File: src/rtl/scan_seq_16_pkg.sv
// scan_seq_16 shared types
// Channel geometry, FSM encoding, snapshot bit helper
package scan_pkg;

  localparam int CH_NUM = 16;
  localparam int IDX_W  = 4;

  typedef enum logic {
    IDLE = 1'b0,
    SCAN = 1'b1
  } state_t;

  function automatic logic [CH_NUM-1:0] put_bit(
    input logic [CH_NUM-1:0] v,
    input logic [IDX_W-1:0]  i,
    input logic              b
  );
    logic [CH_NUM-1:0] r;
    r    = v;
    r[i] = b;
    return r;
  endfunction

endpackage

File: src/rtl/scan_seq_16_if.sv
// scan_seq_16 bus
// Enable/sense in, select and key report out
interface scan_seq_16_if import scan_pkg::*; ();

  logic              EN;
  logic              SENSE;
  logic [IDX_W-1:0]  SEL;
  logic [CH_NUM-1:0] SNAP;
  logic [IDX_W-1:0]  KEY;
  logic              HELD;
  logic              VALID;

  modport master (
    output EN, SENSE,
    input  SEL, SNAP, KEY, HELD, VALID
  );

  modport slave (
    input  EN, SENSE,
    output SEL, SNAP, KEY, HELD, VALID
  );

endinterface

File: src/rtl/scan_seq_16_prio.sv
// prio_16_4
// Lowest-index priority encoder with any-set flag
module prio_16_4 import scan_pkg::*; (
  input  logic [CH_NUM-1:0] i_vec,
  output logic [IDX_W-1:0]  o_idx,
  output logic              o_any
);

  // scan downward so the lowest set bit is written last
  always_comb begin
    o_idx = '0;
    o_any = |i_vec;
    for (int i = CH_NUM-1; i >= 0; i--) begin
      if (i_vec[i]) o_idx = IDX_W'(i);
    end
  end

endmodule

File: src/rtl/scan_seq_16.sv
// scan_seq_16
// 16-channel scanner with snapshot debounce and key report
module scan_seq_16 import scan_pkg::*; #(
  parameter int DWELL    = 1000,
  parameter int DEBOUNCE = 4,
  parameter int CW       = 16
) (
  input  logic         CLK,
  input  logic         RST,
  scan_seq_16_if.slave bus
);

  localparam int SW = $clog2(DEBOUNCE+1);
  localparam logic [CW-1:0] LAST = CW'(DWELL-1);
  localparam logic [SW-1:0] DB   = SW'(DEBOUNCE);

  state_t            r_state;
  state_t            w_next;
  logic [CW-1:0]     r_cnt;
  logic [IDX_W-1:0]  r_sel;
  logic [CH_NUM-1:0] r_work;
  logic [CH_NUM-1:0] r_prev;
  logic [SW-1:0]     r_stable;
  logic              r_pend;
  logic [CH_NUM-1:0] r_pdata;
  logic [CH_NUM-1:0] r_snap;
  logic [IDX_W-1:0]  r_key;
  logic              r_held;
  logic              r_valid;

  logic              w_scan;
  logic              w_tick;
  logic              w_end;
  logic [CH_NUM-1:0] w_work;
  logic              w_same;
  logic [SW-1:0]     w_inc;
  logic [SW-1:0]     w_stable;
  logic              w_commit;
  logic              w_apply;
  logic [IDX_W-1:0]  w_lo;
  logic              w_any;

  assign w_scan   = (r_state == SCAN) && bus.EN;
  assign w_tick   = (r_cnt == LAST);
  assign w_end    = w_scan && w_tick && (r_sel == IDX_W'(CH_NUM-1));
  assign w_work   = put_bit(r_work, r_sel, bus.SENSE);
  assign w_same   = (w_work == r_prev);
  assign w_inc    = (r_stable == DB) ? DB : r_stable + 1'b1;
  assign w_stable = w_same ? w_inc : '0;
  assign w_commit = w_end && w_same && (w_inc == DB)
                  && (w_work != r_snap);
  assign w_apply  = r_pend && bus.EN;

  // state register
  always_ff @(posedge CLK) begin
    if (RST) r_state <= IDLE;
    else     r_state <= w_next;
  end

  // EN alone moves between idle and scanning
  always_comb begin
    w_next = r_state;
    unique case (r_state)
      IDLE:    if (bus.EN)  w_next = SCAN;
      SCAN:    if (!bus.EN) w_next = IDLE;
      default: w_next = IDLE;
    endcase
  end

  // dwell, channel step, snapshot assembly and debounce history
  always_ff @(posedge CLK) begin
    if (RST || !w_scan) begin
      r_cnt    <= '0;
      r_sel    <= '0;
      r_work   <= '0;
      r_prev   <= '0;
      r_stable <= '0;
    end else if (w_tick) begin
      r_cnt <= '0;
      r_sel <= r_sel + 1'b1;
      if (w_end) begin
        r_stable <= w_stable;
        r_prev   <= w_work;
        r_work   <= '0;
      end else begin
        r_work <= w_work;
      end
    end else begin
      r_cnt <= r_cnt + 1'b1;
    end
  end

  // hold a commit decision for one cycle
  always_ff @(posedge CLK) begin
    if (RST) begin
      r_pend  <= 1'b0;
      r_pdata <= '0;
    end else begin
      r_pend <= w_commit;
      if (w_commit) r_pdata <= w_work;
    end
  end

  prio_16_4 u_prio (
    .i_vec (r_pdata),
    .o_idx (w_lo),
    .o_any (w_any)
  );

  // commit snapshot and report a newly pressed lowest key
  always_ff @(posedge CLK) begin
    if (RST) begin
      r_snap  <= '0;
      r_key   <= '0;
      r_held  <= 1'b0;
      r_valid <= 1'b0;
    end else begin
      r_valid <= 1'b0;
      if (w_apply) begin
        r_snap <= r_pdata;
        r_held <= w_any;
        if (w_any && ((r_snap == '0) || (w_lo != r_key))) begin
          r_key   <= w_lo;
          r_valid <= 1'b1;
        end
      end
    end
  end

  assign bus.SEL   = r_sel;
  assign bus.SNAP  = r_snap;
  assign bus.KEY   = r_key;
  assign bus.HELD  = r_held;
  assign bus.VALID = r_valid;

endmodule

File: src/flat_wrapper.sv
// flat-port wrapper written by rule: the top's interface ports become plain ports
module scan_seq_16_flat import scan_pkg::*;
#(
  parameter int DWELL    = 1000,
  parameter int DEBOUNCE = 4,
  parameter int CW       = 16
)
  (CLK, RST, bus_EN, bus_SENSE, bus_SEL, bus_SNAP, bus_KEY, bus_HELD, bus_VALID);
  scan_seq_16_if bus_i ();
  input  logic CLK;
  input  logic RST;
  input wire logic [$bits(bus_i.EN)-1:0] bus_EN;
  input wire logic [$bits(bus_i.SENSE)-1:0] bus_SENSE;
  output wire logic [$bits(bus_i.SEL)-1:0] bus_SEL;
  output wire logic [$bits(bus_i.SNAP)-1:0] bus_SNAP;
  output wire logic [$bits(bus_i.KEY)-1:0] bus_KEY;
  output wire logic [$bits(bus_i.HELD)-1:0] bus_HELD;
  output wire logic [$bits(bus_i.VALID)-1:0] bus_VALID;
  assign bus_i.EN = bus_EN;
  assign bus_i.SENSE = bus_SENSE;
  assign bus_SEL = bus_i.SEL;
  assign bus_SNAP = bus_i.SNAP;
  assign bus_KEY = bus_i.KEY;
  assign bus_HELD = bus_i.HELD;
  assign bus_VALID = bus_i.VALID;
  scan_seq_16 #(.DWELL(DWELL), .DEBOUNCE(DEBOUNCE), .CW(CW)) u_core (.CLK(CLK), .RST(RST), .bus(bus_i));
endmodule
File: config.mk
export PLATFORM = sky130hd
export DESIGN_NAME = scan_seq_16_flat
export DESIGN_NICKNAME = d
export VERILOG_FILES = /design/src/rtl/scan_seq_16_pkg.sv /design/src/rtl/scan_seq_16_if.sv /design/src/rtl/scan_seq_16_prio.sv /design/src/rtl/scan_seq_16.sv /design/src/flat_wrapper.sv
export SDC_FILE = /design/constraint.sdc
export NUM_CORES = 1
export LEC_CHECK = 0
export ABC_AREA = 1
export CORE_MARGIN = 2
export CORE_UTILIZATION = 40
export CTS_CLUSTER_DIAMETER = 60
export DETAILED_ROUTE_END_ITERATION = 12
export GPL_TIMING_DRIVEN = 0
export HOLD_SLACK_MARGIN = 0.15
export SYNTH_ARGS = -nofsm -noshare
export SYNTH_HDL_FRONTEND = slang
export SYNTH_HIERARCHICAL = 1
export SYNTH_SLANG_ARGS = --single-unit
File: constraint.sdc
create_clock -name CLK -period 2.25 [get_ports CLK]
set_clock_uncertainty 0.15 [all_clocks]
set_input_delay 0.45 -clock CLK [delete_from_list [all_inputs] [get_ports CLK]]
set_output_delay 0.45 -clock CLK [all_outputs]
set_load 0.03 [all_outputs]
==> out/qor.yml, run 1 <==
core_mm2: 0.0126
fin_ws_ns: -0.176
num_rows: 41
synth-compound-area-share_pct: 12.1
die-area_mm2: 0.0137
synthAdderAreaFrac_pct: 1.71
slew_viol_final: 0
startpoint: "u_core/bus.SEL[1]$_SDFFE_PP0N_"
syn-num-nets: 777
fp.dieH_um: 117
cts_buffers: 9
grt_max_degree: 15
holdPathEnd: "u_core/r_cnt[0]$_SDFF_PP0_"
timing.fmax_ghz: 0.412
p_sw_mw: 0.720
rr_endpoint: "u_core/r_pdata[14]$_SDFFE_PP0P_"
clk_path_buf_depth: 2
fin_cells: 1010
post-route-period-util_pct: 108
synth_top_family_by_area: "simple AND/OR/NAND/NOR gates"
clkPwrFrac_pct: 47.0
clk_pin_slew_ns: 0.06
worstHoldStart: "u_core/r_cnt[0]$_SDFF_PP0_"
hpwl_um: 11500
drive_above_1_share_pct: 22.2
yosysWarnings: 6
grt_pass1_wl_um: 26000
portBuffers: 29
yosys_register_bits: 95
num_vias: 5448
p_seq_share_pct: 50.3
syn_to_final_growth_pct: 30.3
vias_per_cell: 5.39
cp-end-kind: "flop"
syn_avg_cell_area_um2: 6.70
die_x_um: 117
path_max_fanout: 5
dp.cells: 967
status: "finished, violations left"
synthXorXnorAreaFrac_pct: 1.54
max_slew_margin_pct: 59.2
nNetsFinal: 845
worst_pin_slew_ns: 0.606
multiInputGateArea_mm2: 0.00309
wl_met1_um: 7560
p_leak_nw: 2.67
synthMuxAreaShare_pct: 0
synth_area_mm2: 0.00513
path_cells: "inv_4, ha_4, buf_6, nand2_2, nand2_2, nand2_4, nand2_1, nand2_1, nor2_1, nand2_1, nor2_4, nand2_2, nor2_4, buf_6, nand3_2, nand2_1, nor2_1"
hold_violations: 0
cts-root-buf: "clkbuf_16"
wl_per_cell_um: 16.5
p_sw_share_pct: 21.5
routed.top_layer: "met4"
yosys.area_share.simple_pct: 37.0
rrSetupSlack_ns: -0.18
drv_cap: 0
power_density_mw_per_mm2: 500
finalCriticalPeriod_ns: 2.43
grtUsageTotal_pct: 24.9
place_congestion: 0.890
rsz0062_at_grt: "yes"
synth_cells: 766
yosys.area.top_type_share_pct: 37.1
cpMaxStageDelayCell: "dfxtp_4"
crit_arrival_ns: 2.52
post-synth-top-area-cell: "dfxtp_1"
failed_checks: "setup timing"
netlist_top_cells_area: "dfxtp_1, nand2_1, nand3_1, inv_1, nor2_1"
dr_wl_met2_um: 7670
path_buf_inv: 3
clk_latency_ns: 0.35
r2r_start: "u_core/bus.SEL[1]$_SDFFE_PP0N_"
netlist-cell-type-count: 39
cp.required_ns: 2.35
max-vdd-ir-drop_v: 0.000345
num_io_pins: 30
cts_tree: "yes"
path_common_cell: "nand2_1"
reg2reg_depth: 17
drt-total-wl_um: 16600
dr.pass1.iters: 6
critPathMaxStageDelay_ns: 0.38
setup_viol: 21
dr.first_iter.drc_count: 410
grt_overflow: 0
start_util_pct: 40.8
ant_nets: 0
drc_errors: 0
intPower_mw: 2.62
cp_top_family: "simple AND/OR/NAND/NOR gates"
grt_antenna_before_repair: 0
design_area_mm2: 0.00669
cts_htree_levels: 3
placed_area_mm2: 0.00567
dr_wl_met3_um: 1040
grt_pass1_vias: 5182
synth_seq_area_share_pct: 37.1
hold_depth: 1
combPwrFrac_pct: 2.7
path_class: "flop to flop"
hp-class: "flop to flop"
regArea_mm2: 0.00192
cts_sinks: 95
cp-start-kind: "flop"
insertedDiodeCount: 0
fillers: 1228
layout make-up:
type                       instances  area share (%)
clock buffer                      12            3.84
buffer                            31            3.91
multi-input combinational        540            46.2
tap                              172            3.22
sequential                        95            28.7
timing repair buffer              57            7.80
clock inverter                     3           0.618
inverter                         100            5.76
Yosys cell counts:
cell	n
nand2_2	6
nand2_1	168
inv_2	7
buf_2	7
and3b_1	1
nor2_4	3
a31o_2	1
nor3b_1	4
a21oi_1	48
a21oi_2	1
xnor2_1	2
nor4_1	10
nor2_2	5
nand2_4	1
buf_1	1
dfxtp_1	95
nand3_1	97
o32ai_1	14
a2bb2oi_1	1
o21ai_0	42
o21a_1	1
nand3_2	2
nor4_2	1
nor2_1	83
o22ai_1	1
inv_1	90
nor2_8	1
clkbuf_1	16
nor3_1	7
o31ai_1	1
xor2_1	7
buf_6	3
nand4_1	17
ha_1	7
or2_1	1
nand3b_1	7
clkinv_1	3
buf_8	1
buf_4	3
state kept, by name, summed over array words and instances, names as in the netlist:
register,cells
u_core/bus.HELD,1
u_core/bus.VALID,1
u_core/r_stable,3
u_core/r_work,16
u_core/r_pend,1
u_core/bus.KEY,4
u_core/r_prev,16
u_core/bus.SNAP,16
u_core/r_cnt,16
u_core/r_pdata,16
u_core/bus.SEL,4
u_core/r_state,1
cell usage in the layout, fill, tap and decap left out, types with 2 or more instances in the layout:
| master | netlist | layout |
|---|---|---|
| nor2_1 | 83 | 75 |
| clkbuf_2 | 0 | 5 |
| clkbuf_16 | 0 | 10 |
| clkinv_1 | 3 | 2 |
| dfxtp_2 | 0 | 6 |
| clkbuf_1 | 16 | 8 |
| inv_4 | 0 | 5 |
| nand3_1 | 97 | 68 |
| nand3_2 | 2 | 29 |
| inv_1 | 90 | 83 |
| nand2_1 | 168 | 142 |
| nor2_4 | 3 | 9 |
| dfxtp_1 | 95 | 87 |
| ha_4 | 0 | 4 |
| o21ai_0 | 42 | 41 |
| nor2_2 | 5 | 7 |
| nand2_2 | 6 | 28 |
| xnor2_1 | 2 | 2 |
| inv_2 | 7 | 11 |
| nor3_1 | 7 | 5 |
| clkbuf_8 | 0 | 4 |
| o32ai_1 | 14 | 14 |
| clkdlybuf4s50_1 | 0 | 28 |
| nand4_1 | 17 | 17 |
| dfxtp_4 | 0 | 2 |
| ha_1 | 7 | 2 |
| a21oi_1 | 48 | 46 |
| nand2_4 | 1 | 5 |
| buf_2 | 7 | 2 |
| a21oi_2 | 1 | 3 |
| nor3b_1 | 4 | 4 |
| buf_6 | 3 | 14 |
| nor4_2 | 1 | 2 |
| nor4_1 | 10 | 8 |
| xor2_1 | 7 | 6 |
| buf_4 | 3 | 26 |
| nand3b_1 | 7 | 7 |
| nand3_4 | 0 | 2 |
power by group through the flow:
stage | clock network, mW | logic [mW] | registers, mW
2_1_floorplan | 0 | 0.0466 | 1.72
3_3_place_gp | 0 | 0.0784 | 1.72
3_5_place_dp | 0 | 0.0777 | 1.72
4_1_cts | 1.60 | 0.0850 | 1.68
5_1_grt | 1.66 | 0.0987 | 1.68
6_report | 1.57 | 0.0917 | 1.68
cells by family (layout without fill, tap and decap cells):
logic type / count (synthesis) / in the layout
AO/OA/AOI/OAI: 110 / 110
flip-flops: 95 / 95
adder cells (fa/ha/maj): 7 / 7
AND/OR/NAND/NOR: 414 / 414
XOR/XNOR: 9 / 9
buffers and inverters: 131 / 203
worst reg2reg max path, delay by kind of cell, from the launching register on:
kind	cells	cell delay, ns
simple gates	13	1.23
buf+inv	3	0.41
flops	1	0.38
fa+ha+maj	1	0.16
worst max-delay path by stage:
stage          cells after the start                              end  slack (ns)
6_report                          17  u_core/r_pdata[14]$_SDFFE_PP0P_       -0.18
5_1_grt                           21   u_core/bus.KEY[0]$_SDFFE_PP0P_       -0.30
4_1_cts                           16  u_core/r_pdata[14]$_SDFFE_PP0P_       -0.05
3_5_place_dp                      16  u_core/r_pdata[12]$_SDFFE_PP0P_       -1.07
3_3_place_gp                      16  u_core/r_pdata[12]$_SDFFE_PP0P_       -1.07
2_1_floorplan                     16   u_core/r_pdata[0]$_SDFFE_PP0P_       0.002
stage by stage:
step                hold slack (ns)  TNS (ns)  util, %  power (mW)  worst slack, ns
global placement              0.277    -36.05     45.1        1.80            -1.07
floorplan                     0.268         0        -        1.77          0.00228
detailed placement            0.297    -36.18     45.1        1.80            -1.07
CTS                           0.308    -0.747     51.0        3.37          -0.0526
finish                        0.307     -2.47     53.2        3.34           -0.176
global route                  0.325     -5.61     53.2        3.43           -0.298
routing by layer:
metal	up-vias	track usage, %
met2	196	40.0
met3	30	4.02
li1	2649	-
met4	0	10.4
met1	2573	33.1
met5	-	0
timing repair:
item,4_1_cts,5_1_grt
buffers inserted,18,4
gates resized for setup,81,66
setup endpoints to repair,74,63
gates cloned,4,2
hold buffers,0,0
pin swaps,28,35
(Power assumes the default switching activity.)
==> run 2: changes to the inputs <==
--- a/config.mk
+++ b/config.mk
@@ -10,9 +10,11 @@
 export CORE_UTILIZATION = 40
 export CTS_CLUSTER_DIAMETER = 60
 export DETAILED_ROUTE_END_ITERATION = 12
+export DONT_BUFFER_PORTS = 1
 export GPL_TIMING_DRIVEN = 0
 export HOLD_SLACK_MARGIN = 0.15
 export SYNTH_ARGS = -nofsm -noshare
 export SYNTH_HDL_FRONTEND = slang
 export SYNTH_HIERARCHICAL = 1
 export SYNTH_SLANG_ARGS = --single-unit
+export TNS_END_PERCENT = 1
==> out/qor.yml, run 2 (synthesized netlist as in run 1, its figures left out) <==
status: "finished, violations left"
failed_checks: "setup timing"
grt_overflow: 0  # unchanged
worstHoldStart: "u_core/r_cnt[0]$_SDFF_PP0_"
cpMaxStageDelayCell: "dfxtp_4"
rrSetupSlack_ns: -0.24  # -0.07 ns
core_mm2: 0.0126  # unchanged
num_io_pins: 30  # unchanged
die_x_um: 117  # unchanged
drv_cap: 0  # unchanged
hold_depth: 1  # unchanged
timing.fmax_ghz: 0.401  # -2.7%
final_core_util_pct: 50.0  # -3.2 points
critPathMaxStageDelay_ns: 0.46  # +0.08 ns
path_cells: "inv_4, ha_4, buf_6, nand4_1, nand2_2, nand2_2, nand2_1, nor2_1, nand2_1, nor2_4, nand2_2, nor2_4, buf_6, nand3_2, nand2_1, nor2_1"
final_cell_mix: "nand2_1, dfxtp_1, inv_1, nand3_1, nor2_1"
cp-start-kind: "flop"
num_vias: 5364  # -1.5%
die-area_mm2: 0.0137  # unchanged
place_congestion: 0.919  # +3.3%
ant_nets: 0  # unchanged
max_slew_margin_pct: 61.5  # +2.3 points
grt_max_degree: 16  # +1
start_util_pct: 40.8  # unchanged
finalCriticalPeriod_ns: 2.49  # +0.0666 ns
place_ws_ns: -0.476  # +0.592 ns
drt-total-wl_um: 16300  # -1.8%
power_density_mw_per_mm2: 508  # +1.5%
clk_pin_slew_ns: 0.06  # about the same
fp.dieH_um: 117  # unchanged
portBuffers: 0  # -100%
clk_latency_ns: 0.35  # about the same
wl_per_cell_um: 16.7  # +1.5%
hold_violations: 0  # unchanged
vias_per_cell: 5.49  # +1.8%
slew_viol_final: 0  # unchanged
total_power_mw: 3.19  # -4.6%
cts_tree: "yes"
reg2reg_depth: 16  # -1
hpwl_um: 11400  # -1.2%
worst_pin_slew_ns: 0.578  # -0.0282 ns
hp-class: "flop to flop"
fin_ws_ns: -0.243  # -0.0666 ns
cts_buffers: 9  # unchanged
num_rows: 41  # unchanged
dr.pass1.iters: 7  # +1
cp.required_ns: 2.35  # about the same
path_buf_inv: 3  # unchanged
insertedDiodeCount: 0  # unchanged
clk_path_buf_depth: 2  # unchanged
grtUsageTotal_pct: 24.7  # -0.18 points
setup_viol: 22  # +4.8%
syn_to_final_growth_pct: 22.5
rr_endpoint: "u_core/r_pdata[3]$_SDFFE_PP0P_"
cts-root-buf: "clkbuf_16"
cts_htree_levels: 3  # unchanged
grt_pass1_vias: 5070  # -2.2%
cp-end-kind: "flop"
cts_sinks: 95  # unchanged
p_leak_nw: 2.50  # -6.5%
cp_top_family: "simple AND/OR/NAND/NOR gates"
final_common_cell: "nand2_1"
r2r_start: "u_core/bus.SEL[1]$_SDFFE_PP0N_"
grt_antenna_before_repair: 0  # unchanged
drive_above_1_share_pct: 20.9  # -1.3 points
post-route-period-util_pct: 111  # +3.0 points
dr.first_iter.drc_count: 470  # +15%
path_class: "flop to flop"
grt_pass1_wl_um: 25700  # -1.1%
max-vdd-ir-drop_v: 0.000418  # +21%
path_max_fanout: 5  # unchanged
drc_errors: 0  # unchanged
crit_arrival_ns: 2.59  # +0.07 ns
nNetsFinal: 811  # -4.0%
rsz0062_at_grt: "yes"
holdPathEnd: "u_core/r_cnt[0]$_SDFF_PP0_"
==> run 2: cell types whose count changed in the layout (fill, tap and decap cells not counted), sizes merged, moves of 2 or more <==
| cell | delta |
|---|---|
| clkinv | +2 |
| dlygate4sd3 | +2 |
| buf | -7 |
| clkdlybuf4s50 | -28 |
| clkinvlp | +2 |
==> run 2: cell type report <==
cell class	instances	area [µm²]
Timing Repair Buffer	23	193
Multi-Input combinational cell	540	3030
Clock buffer	11	233
Fill cell	1278	6280
Clock inverter	5	33.8
Inverter	100	384
Buffer	31	273
Tap cell	172	215
Sequential cell	95	1920
==> run 2: what timing repair did <==
| action | CTS | global route |
|---|---|---|
| setup endpoints to repair | 70 | 54 |
| pin swaps | 19 | 26 |
| endpoints found under the hold margin | 4 | 0 |
| gates cloned | 3 | 1 |
| resized for setup | 69 | 63 |
| setup buffers | 12 | 5 |
| hold buffers | 2 | 0 |
==> run 2: power breakdown <==
part	internal, mW	switching (mW)	total (mW)
Clock	0.750	0.675	1.43
Sequential	1.68	0.000753	1.68
Combinational	0.0260	0.0598	0.0858
==> run 2: worst max-delay path by stage <==
stage                                 endpoint                           start  depth (start not counted)  slack [ns]
3_5_place_dp    u_core/r_prev[13]$_SDFFE_PP0P_      u_core/r_cnt[0]$_SDFF_PP0_                          9       -0.48
4_1_cts        u_core/r_pdata[13]$_SDFFE_PP0P_  u_core/bus.SEL[1]$_SDFFE_PP0N_                         16       -0.16
5_1_grt        u_core/r_pdata[12]$_SDFFE_PP0P_  u_core/bus.SEL[1]$_SDFFE_PP0N_                         16       -0.33
2_1_floorplan   u_core/r_pdata[0]$_SDFFE_PP0P_  u_core/bus.SEL[2]$_SDFFE_PP0N_                         16       0.002
6_report        u_core/r_pdata[3]$_SDFFE_PP0P_  u_core/bus.SEL[1]$_SDFFE_PP0N_                         16       -0.24
3_3_place_gp     u_core/r_prev[7]$_SDFFE_PP0P_      u_core/r_cnt[0]$_SDFF_PP0_                          9       -0.47
==> run 2: stage by stage <==
stage                     hold WS (ns)  std cells  setup TNS, ns  instance area, µm²
after floorplan                  0.268        766              0                5170
after global routing             0.323        977          -6.58                6280
after global placement           0.278        938         -17.98                5380
after detailed placement         0.288        938         -18.40                5380
after CTS                        0.303        971          -2.59                6020
final                            0.303        977          -3.62                6280
==> run 2: per-layer routing <==
metal | vias up | global-route usage [%] | wire, µm
met2 | 209 | 39.5 | 7560
li1 | 2590 | - | -
met3 | 60 | 5.20 | 1150
met1 | 2505 | 31.9 | 7020
met5 | - | 0 | 0
met4 | 0 | 11.3 | 592
==> run 3: changes to the inputs <==
--- a/config.mk
+++ b/config.mk
@@ -13,6 +13,7 @@
 export DONT_BUFFER_PORTS = 1
 export GPL_TIMING_DRIVEN = 0
 export HOLD_SLACK_MARGIN = 0.15
+export RECOVER_POWER = 50
 export SYNTH_ARGS = -nofsm -noshare
 export SYNTH_HDL_FRONTEND = slang
 export SYNTH_HIERARCHICAL = 1
==> out/qor.yml, run 3 (synthesized netlist as in run 1, its figures left out) <==
insertedDiodeCount: 0  # unchanged
clk_path_buf_depth: 2  # unchanged
design_area_mm2: 0.00628  # about the same
max-vdd-ir-drop_v: 0.000419  # +0.31%
startpoint: "u_core/bus.SEL[1]$_SDFFE_PP0N_"
num_io_pins: 30  # unchanged
r2r_start: "u_core/bus.SEL[1]$_SDFFE_PP0N_"
fp.dieH_um: 117  # unchanged
status: "finished, violations left"
vias_per_cell: 5.51  # +0.35%
grt_overflow: 0  # unchanged
timing.fmax_ghz: 0.401  # about the same
final_core_util_pct: 50.0  # about the same
hold_violations: 0  # unchanged
nNetsFinal: 811  # unchanged
dr.first_iter.drc_count: 471  # +0.21%
cts_htree_levels: 3  # unchanged
grt_antenna_before_repair: 0  # unchanged
setup_viol: 22  # unchanged
portBuffers: 0  # unchanged
tns_ns: -3.72  # -0.103 ns
failed_checks: "setup timing"
hp-class: "flop to flop"
slew_viol_final: 0  # unchanged
grt_pass1_vias: 5070  # unchanged
rsz0062_at_grt: "yes"
die-area_mm2: 0.0137  # unchanged
crit_arrival_ns: 2.59  # about the same
fin_ws_ns: -0.244  # -0.00166 ns
dr.pass1.iters: 5  # -2
cts_tree: "yes"
drive_above_1_share_pct: 20.7  # -0.12 points
rr_endpoint: "u_core/r_pdata[3]$_SDFFE_PP0P_"
total_power_mw: 3.19  # +0.11%
cts_buffers: 9  # unchanged
hold_depth: 1  # unchanged
cp-end-kind: "flop"
drv_cap: 0  # unchanged
grtUsageTotal_pct: 24.7  # unchanged
max_slew_margin_pct: 58.6  # -2.9 points
cp.required_ns: 2.35  # about the same
place_congestion: 0.919  # unchanged
core_mm2: 0.0126  # unchanged
start_util_pct: 40.8  # unchanged
finalCriticalPeriod_ns: 2.49  # +0.00166 ns
clk_pin_slew_ns: 0.06  # about the same
cts_sinks: 95  # unchanged
hpwl_um: 11400  # unchanged
drt-total-wl_um: 16300  # about the same
place_ws_ns: -0.476  # unchanged
post-route-period-util_pct: 111  # about the same
clk_latency_ns: 0.35  # about the same
ant_nets: 0  # unchanged
worst_pin_slew_ns: 0.616  # +0.0379 ns
grt_max_degree: 16  # unchanged
holdPathEnd: "u_core/r_cnt[0]$_SDFF_PP0_"
die_x_um: 117  # unchanged
path_max_fanout: 5  # unchanged
path_class: "flop to flop"
syn_to_final_growth_pct: 22.4  # about the same
placed_area_mm2: 0.00538  # unchanged
final_cell_mix: "nand2_1, dfxtp_1, inv_1, nand3_1, nor2_1"
num_rows: 41  # unchanged
drc_errors: 0  # unchanged
final_common_cell: "nand2_1"
cp-start-kind: "flop"
worstHoldStart: "u_core/r_cnt[0]$_SDFF_PP0_"
reg2reg_depth: 16  # unchanged
grt_pass1_wl_um: 25700  # unchanged
num_vias: 5383  # +0.35%
wl_per_cell_um: 16.7  # about the same
cts-root-buf: "clkbuf_16"
p_leak_nw: 2.49  # -0.15%
power_density_mw_per_mm2: 508  # +0.15%
rrSetupSlack_ns: -0.24  # about the same
==> run 3: how the worst max path moves through the flow <==
stage                     depth (start not counted)                               to
final                                            16   u_core/r_pdata[3]$_SDFFE_PP0P_
after global routing                             16  u_core/r_pdata[12]$_SDFFE_PP0P_
after CTS                                        16  u_core/r_pdata[13]$_SDFFE_PP0P_
after detailed placement                          9   u_core/r_prev[13]$_SDFFE_PP0P_
after global placement                            9    u_core/r_prev[7]$_SDFFE_PP0P_
after floorplan                                  16   u_core/r_pdata[0]$_SDFFE_PP0P_
==> run 3: final cells by class <==
class	count	area, µm²
buffer	31	273
clock buffer	11	233
clock inverter	5	33.8
fill	1279	6290
inverter	100	384
multi-input combinational	540	3030
sequential	95	1920
tap	172	215
timing repair buffer	23	193
==> run 3: per-layer routing <==
metal	global-route usage, %	routed length (µm)	vias to the layer above
met5	0	0	-
met2	39.5	7490	212
met4	11.3	639	0
li1	-	-	2592
met1	31.9	7030	2511
met3	5.20	1180	68
==> run 3: report_power, final <==
group / switching, mW / total (mW) / internal, mW
combinational: 0.0598 / 0.0858 / 0.0260
clock: 0.678 / 1.43 / 0.751
sequential: 0.000754 / 1.68 / 1.68
total: 0.739 / 3.19 / 2.45
==> run 3: per-stage QoR <==
stage               std cells  hold slack (ns)
global route              977            0.323
CTS                       971            0.303
detailed placement        938            0.288
floorplan                 766            0.268
finish                    977            0.303
global placement          938            0.278
==> run 3: what timing repair did <==
action / 4_1_cts / 5_1_grt
resized for setup: 69 / 63
buffers inserted: 12 / 5
hold buffers: 2 / 0
endpoints found under the setup margin: 70 / 54
pin swaps: 19 / 26
hold endpoints to repair: 4 / 0
cloned: 3 / 1
==> run 3: worst max-delay path, stage by stage (launching register included) <==
cell and delay, ns:
dfxtp_4 0.46, inv_4 0.07, ha_4 0.18, buf_6 0.14, nand4_1 0.15, nand2_2 0.12, nand2_2 0.08, nand2_1 0.04
nor2_1 0.09, nand2_1 0.09, nor2_4 0.15, nand2_2 0.10, nor2_4 0.21, buf_6 0.17, nand3_2 0.07, nand2_1 0.08
nor2_1 0.04
